$ cat config.mk
export PLATFORM = sky130hd
export DESIGN_NAME = data_bus_arbiter
export DESIGN_NICKNAME = d
export VERILOG_FILES = /design/src/rtl/data_bus_arbiter.sv
export SDC_FILE = /design/constraint.sdc
export NUM_CORES = 1
export LEC_CHECK = 0
export CAP_MARGIN = 20
export CORE_MARGIN = 8
export CORE_UTILIZATION = 28
export DETAILED_ROUTE_END_ITERATION = 12
export PLACE_DENSITY_LB_ADDON = 0.05
export RECOVER_POWER = 25
export SLEW_MARGIN = 20
export SYNTH_ARGS = -nofsm -noshare
export SYNTH_HDL_FRONTEND = slang
export SYNTH_SLANG_ARGS = --single-unit
export TNS_END_PERCENT = 1
$ cat constraint.sdc
create_clock -name clk -period 2.3 [get_ports clk]
set_input_delay 0.23 -clock clk [delete_from_list [all_inputs] [get_ports clk]]
set_output_delay 0.23 -clock clk [all_outputs]
set_load 0.03 [all_outputs]
$ cat src/rtl/data_bus_arbiter.sv
// Two-master round-robin data bus arbiter with bounded bursts.
// Ports: clk, reset (sync, active-low); m0_*/m1_* master request/grant/read-return
// sets; bus_addr/bus_wdata, mem_rd/mem_wr/mem_rdata, per_rd/per_wr/per_rdata
// slave side; owner (last granted master), busy (a master owns the bus).
module data_bus_arbiter #(
  parameter int unsigned BURST_MAX = 8,
  parameter logic [3:0]  PERI_SEL  = 4'b0100
) (
  input  logic        clk,
  input  logic        reset,
  input  logic        m0_req,
  input  logic        m0_wr,
  input  logic [31:0] m0_addr,
  input  logic [31:0] m0_wdata,
  output logic        m0_gnt,
  output logic [31:0] m0_rdata,
  output logic        m0_rvalid,
  input  logic        m1_req,
  input  logic        m1_wr,
  input  logic [31:0] m1_addr,
  input  logic [31:0] m1_wdata,
  output logic        m1_gnt,
  output logic [31:0] m1_rdata,
  output logic        m1_rvalid,
  output logic [31:0] bus_addr,
  output logic [31:0] bus_wdata,
  output logic        mem_rd,
  output logic        mem_wr,
  input  logic [31:0] mem_rdata,
  output logic        per_rd,
  output logic        per_wr,
  input  logic [31:0] per_rdata,
  output logic        owner,
  output logic        busy
);

  localparam logic [3:0] BMAX = 4'(BURST_MAX);

  typedef enum logic [1:0] {
    IDLE,
    OWN0,
    OWN1
  } state_t;

  state_t      state, state_nxt;
  logic [3:0]  cnt, cnt_nxt;
  logic        last, last_nxt;
  logic        owner_nxt;
  logic        g0, g1, gnt, gi;
  logic        lim;
  logic        bus_wr;
  logic        sel_per;
  logic [31:0] rd_data;

  assign lim = (cnt == BMAX);

  // Holder keeps the bus unless the other side waits and the burst is spent.
  always_comb begin
    g0 = 1'b0;
    g1 = 1'b0;
    if (reset) begin
      unique case (state)
        OWN0: begin
          if (m0_req && !(m1_req && lim)) g0 = 1'b1;
          else if (m1_req) g1 = 1'b1;
        end
        OWN1: begin
          if (m1_req && !(m0_req && lim)) g1 = 1'b1;
          else if (m0_req) g0 = 1'b1;
        end
        default: begin
          if (m0_req && m1_req) begin
            g0 = last;
            g1 = !last;
          end else begin
            g0 = m0_req;
            g1 = m1_req;
          end
        end
      endcase
    end
  end

  assign gnt = g0 | g1;
  assign gi  = g1;

  always_comb begin
    state_nxt = state;
    cnt_nxt   = cnt;
    last_nxt  = last;
    owner_nxt = owner;
    if (gnt) begin
      state_nxt = gi ? OWN1 : OWN0;
      last_nxt  = gi;
      owner_nxt = gi;
      if (gi == owner && state != IDLE)
        cnt_nxt = lim ? cnt : cnt + 4'd1;
      else
        cnt_nxt = 4'd1;
    end else begin
      state_nxt = IDLE;
      cnt_nxt   = 4'd0;
    end
  end

  assign m0_gnt    = g0;
  assign m1_gnt    = g1;
  assign bus_addr  = g1 ? m1_addr  : (g0 ? m0_addr  : 32'd0);
  assign bus_wdata = g1 ? m1_wdata : (g0 ? m0_wdata : 32'd0);
  assign bus_wr    = g1 ? m1_wr : (g0 & m0_wr);
  assign sel_per   = (bus_addr[31:28] == PERI_SEL);
  assign mem_rd    = gnt & !bus_wr & !sel_per;
  assign mem_wr    = gnt &  bus_wr & !sel_per;
  assign per_rd    = gnt & !bus_wr &  sel_per;
  assign per_wr    = gnt &  bus_wr &  sel_per;
  assign rd_data   = sel_per ? per_rdata : mem_rdata;
  assign busy      = (state != IDLE);

  always_ff @(posedge clk) begin
    if (!reset) begin
      state     <= IDLE;
      cnt       <= 4'd0;
      last      <= 1'b1;
      owner     <= 1'b0;
      m0_rdata  <= 32'd0;
      m1_rdata  <= 32'd0;
      m0_rvalid <= 1'b0;
      m1_rvalid <= 1'b0;
    end else begin
      state     <= state_nxt;
      cnt       <= cnt_nxt;
      last      <= last_nxt;
      owner     <= owner_nxt;
      m0_rvalid <= g0 & !m0_wr;
      m1_rvalid <= g1 & !m1_wr;
      if (g0 && !m0_wr) m0_rdata <= rd_data;
      if (g1 && !m1_wr) m1_rdata <= rd_data;
    end
  end

endmodule
Word-level counts from Yosys, hierarchy flattened
Index checks and enable logic that the tools add are counted.

Input bits: 198. Output and inout port bits: 138. Bits in writable memories: 0. Bits in registers: 74. Bits in latches: 0. Memory bits (read-only): 0. Memories: 0.

Add/sub/neg operators: 1. Order comparisons: 0. Bitwise gates (word level): 10. Equal/unequal tests: 6. $mul: 0. Div/mod/pow operators: 0. Shift-type cells: 0. Reduce and logical (&&, ||, !) cells: 18. Muxes and demuxes: 21.

Operators with widths (count): 32-bit two-way mux (5); 1-bit two-way mux (13); 1-bit AND (9); 1-bit logical AND (8); 1-bit logical NOT (7); 4-bit by 1-bit adder with 4-bit output, second input constant (1); 4-bit by 3-bit == test with 1-bit output, second input constant (1); 4-bit == test, second input constant (1); 1-bit one-hot mux with 2 select lines (2); 3-bit AND reduction (1); 2-bit by 1-bit == test with 1-bit output, second input constant (1); 2-bit == test, second input constant (1); 2-bit two-way mux (1); 2-bit inequality test, second input constant (1); 2-bit AND reduction (1); 2-bit nonzero test (1); 1-bit == test (1); 1-bit bitwise OR (1).

Logic depth before layout (Yosys ltp)
Depth in word-level cells: 12. Gate-level depth with buffers: 11. Gate-level depth less buffers: 9.

Worst setup path after synthesis
No wires, ideal clock.

Path type: register to output. Start: register state[0]. End: output per_rd. Stages on the path, launching flop included: 12. Required time: 2070 ps. Data arrival time: 2258 ps. Setup slack: -188 ps. Cells stage by stage: dfxtp_1 -> inv_1 -> ha_1 -> inv_1 -> a21oi_1 -> a21o_2 -> inv_2 -> o41ai_2 -> buf_6 -> buf_8 -> inv_2 -> nor2_1.

Cells in the longest elaborated chain, start to end: 8.

RTL lines: start, declared (line 45) `state_t state, state_nxt;`; start signal, assigned (line 130) `state <= state_nxt;`; 2-bit == test or 2-bit by 1-bit == test with 1-bit output (tied branches) (line 62) `unique case (state)`; 1-bit one-hot mux with 2 select lines (line 62); 1-bit two-way mux (line 61) `if (reset) begin`; 1-bit AND (line 110) `assign bus_wr = g1 ? m1_wr : (g0 & m0_wr);`; 1-bit two-way mux (line 110); 1-bit logical NOT (line 114) `assign per_rd = gnt & !bus_wr & sel_per;`; 1-bit AND (line 114); 1-bit AND (*) (line 114); end, declared (line 30) `output logic per_rd,`.

Every way passes the cells marked *; elsewhere a longest branch is shown, timed or not.

Worst setup path after layout
Start: register cnt[0]. End: output bus_addr[30].

Cells in the longest elaborated chain, start to end: 9.

RTL lines: start, declared (line 46) `logic [3:0] cnt, cnt_nxt;`; start signal, assigned (line 131) `cnt <= cnt_nxt;`; 4-bit == test (*) (line 55) `assign lim = (cnt == BMAX);`; 1-bit logical AND (on tied branches) (line 68, 64); 1-bit logical NOT (on tied branches) (line 68, 64); 1-bit logical AND (on tied branches) (line 68, 64); 1-bit two-way mux (on tied branches) (line 68, 64); 1-bit one-hot mux with 2 select lines (line 62); 1-bit two-way mux (line 61); 32-bit two-way mux (line 108) `assign bus_addr = g1 ? m1_addr : (g0 ? m0_addr : 32'd0);`; 32-bit two-way mux (*) (line 108); end, declared (line 25) `output logic [31:0] bus_addr,`.

Marks and branches as above.

==> out/metrics.csv <==
metric,value,unit
avgSynthCellArea,9.07,sq um
cts-root-buf,clkbuf_16,
worst_ep_required_time,2.07,ns
syn-cell-area,3630,sq um
cpPeakStageDelay,0.32,ns
cts_sinks,74,
critPathCaptureType,primary output,
place.port_buffers,335,
skew,0.00715,ns
grt_pass1_wl,28.3,mm
layout_min_cycle_time,2.55,ns
path_max_fanout,6,
yosysMostFrequentCell,dfxtp_1,
drc,0,
power.total,6490,uW
maxCapViolations,0,
synthTopCellsByArea,"dfxtp_1, a22o_1, a21oi_1, o21ai_0, mux2i_1",
timing.final.ws_setup,-0.250,ns
violations,setup timing,
yosysWarnings,0,
ios,336,
sw_frac_of_total,0.359,
routed_via_density,4.91,
die-area,16900,sq um
combinationalPowerShare,0.520,
drtAntennaViolNets,0,
p_leak,0.00337,uW
synth_cell_type_count,36,
crit_path_start_kind,flip-flop,
tightest_slew,0.555,ns
die_h,130,um
relSlewSlack,0.630,
clkTransAtPathRegs,0.06,ns
finalHoldViolCount,0,
grt_antenna_before_repair,1,
cts_buffers,9,
critPathKind,reg -> out,
first_global_vias,4713,
clk_latency,0.33,ns
ir_worst_vdd,0.539,mV
cts_hold_buf,0,
clock_power_share,0.246,
wl_per_cell,21.4,um
p_int,4160,uW
drt_iter0_drc,212,
drt_pass1_iterations,4,
seqPwrFrac,0.233,
setup_violations,108,
grtUsageTotal,0.220,
synth_top_area_frac,0.408,
critPathArrivalTime,2.32,ns
switching_power,2330,uW
max_freq,0.392,GHz
cpMaxStageDelayCell,dfxtp_2,
syn2layout_area_growth,130,%
crit_family,compound AO/OA/AOI/OAI gates,
grt_overflow_total,0,
status,"finished, violations left",
cts_max_path_buffers,2,
p_per_area,779,nW/um^2
ys_async_sr_fraction,0,
route.vias.total,4620,
drive_gt1_frac,0.242,
synth-seq-cells,74,
cts_tree,yes,
start_util,0.287,
core,12600,sq um
final_util,0.661,
wl,20.2,mm
worst-path-buf-inv,6,
rows,41,
gp_congestion,0.996,
dpl.hpwl,15.9,mm
synth_common_cells,"dfxtp_1, a21oi_1, a22o_1, o21ai_0, mux2i_1",
path_cells,inv_2 -> ha_4 -> nand4b_1 -> a21bo_1 -> a21o_2 -> inv_2 -> buf_6 -> nor2_4 -> buf_6 -> buf_6 -> a22o_1 -> buf_12,
nNetsFinal,963,
synthCells,400,
rsz0062_at_grt,yes,
die_width,130,um
fin_crit_sh,1.11,
synth_fp_nets,603,
synth_edf_count,0,
grt_max_degree,67,
hp-class,in -> reg,
htreeDepth,3,
cp_common_cell,buf_6,
n_fill_cell,1029,
slew_violations,0,
synth_top_cell_by_area,dfxtp_1,
ys.flop_type,dfxtp_1,
yosysSeqAreaShare,0.408,
-- area by class of cell --
| type | instances | area [sq um] | share of cell area |
|---|---|---|---|
| well taps | 172 | 215 | 0.0258 |
| inverters | 12 | 45.0 | 0.00540 |
| repair buffers | 388 | 4110 | 0.493 |
| diodes | 3 | 7.51 | 0.000900 |
| clock buffers | 9 | 225 | 0.0270 |
| clock inverters | 7 | 116 | 0.0140 |
| multi-input cells | 275 | 2130 | 0.256 |
| flip-flops and latches | 74 | 1490 | 0.178 |
-- placed cells by master, fill, tap and decap left out, types with 4 or more instances in the layout --
cell type / netlist / layout
dfxtp_2: 0 / 4
a22o_4: 0 / 10
o21ai_0: 65 / 64
clkbuf_16: 0 / 9
buf_6: 1 / 73
buf_4: 0 / 29
nand2_1: 4 / 4
dlygate4sd3_1: 0 / 19
inv_2: 2 / 7
inv_1: 10 / 5
dfxtp_1: 74 / 70
nor2_1: 9 / 4
a21oi_1: 68 / 66
buf_12: 2 / 18
a22o_1: 65 / 55
mux2i_1: 32 / 23
mux2i_2: 0 / 7
clkdlybuf4s50_1: 0 / 245
-- worst min-delay path: stages --
cell	delay, ns
buf_2	0.13
o311ai_4	0.07
buf_4	0.13
buf_4	0.12
a32oi_1	0.05
-- layer usage --
| layer | vias up | global-route usage | part of all wire |
|---|---|---|---|
| met2 | 182 | 0.395 | 0.52 |
| li1 | 2221 | - | - |
| met1 | 2199 | 0.235 | 0.37 |
| met5 | - | 0 | 0 |
| met3 | 18 | 0.0726 | 0.083 |
| met4 | 0 | 0.0820 | 0.019 |
-- logic make-up (layout without fill, tap and decap cells) --
| kind of cell | after synthesis | after routing | share of synthesized area |
|---|---|---|---|
| DFF | 74 | 74 | 0.408 |
| buffers and inverters | 51 | 416 | 0.0690 |
| adders and majority gates | 5 | 5 | 0.0172 |
| muxes | 32 | 32 | 0.0883 |
| xor gates and xnor gates | 4 | 4 | 0.00966 |
| AOI/OAI and AO/OA | 207 | 207 | 0.368 |
| other | 0 | 3 | 0 |
| and+or+nand+nor | 27 | 27 | 0.0393 |
-- flip-flops by register name, summed over array words and instances, names as in the netlist --
name / count
cnt: 4
last: 1
m0_rdata: 32
m0_rvalid: 1
m1_rdata: 32
m1_rvalid: 1
owner: 1
state: 2
-- timing repair --
action	in CTS	in global routing
cloned	2	0
buffers inserted	10	2
pin swaps	18	22
resized for setup	74	44
endpoints found under the setup margin	137	137
-- power by group through the flow --
stage / clock network (uW) / registers (uW) / logic, uW
floorplan: 0 / 1790 / 1220
global placement: 0 / 1530 / 3000
detailed placement: 0 / 1530 / 3020
CTS: 1630 / 1510 / 3320
global route: 1690 / 1530 / 3550
finish: 1600 / 1510 / 3380
-- through the flow --
step / cell area [sq um] / hold slack, ns / setup TNS (ns) / setup slack [ns] / cells
after floorplan: 3630 / 0.423 / -1.03 / -0.0617 / 400
after global placement: 7390 / 0.483 / -21.67 / -0.332 / 909
after detailed placement: 7390 / 0.496 / -32.33 / -0.374 / 909
after CTS: 8150 / 0.421 / -19.90 / -0.303 / 937
after global routing: 8330 / 0.464 / -30.03 / -0.370 / 938
final: 8340 / 0.452 / -16.46 / -0.250 / 940
-- final timing paths --
path | slack, ns | cells after the start | to | from
max reg2reg | -0.17 | 13 | m0_rdata[17] | state[1]
min | 0.45 | 5 | cnt[0] | reset
max | -0.25 | 12 | bus_addr[30] | cnt[0]
min reg2reg | 0.50 | 2 | last | last
No activity file was read; power rests on OpenSTA's default activity.
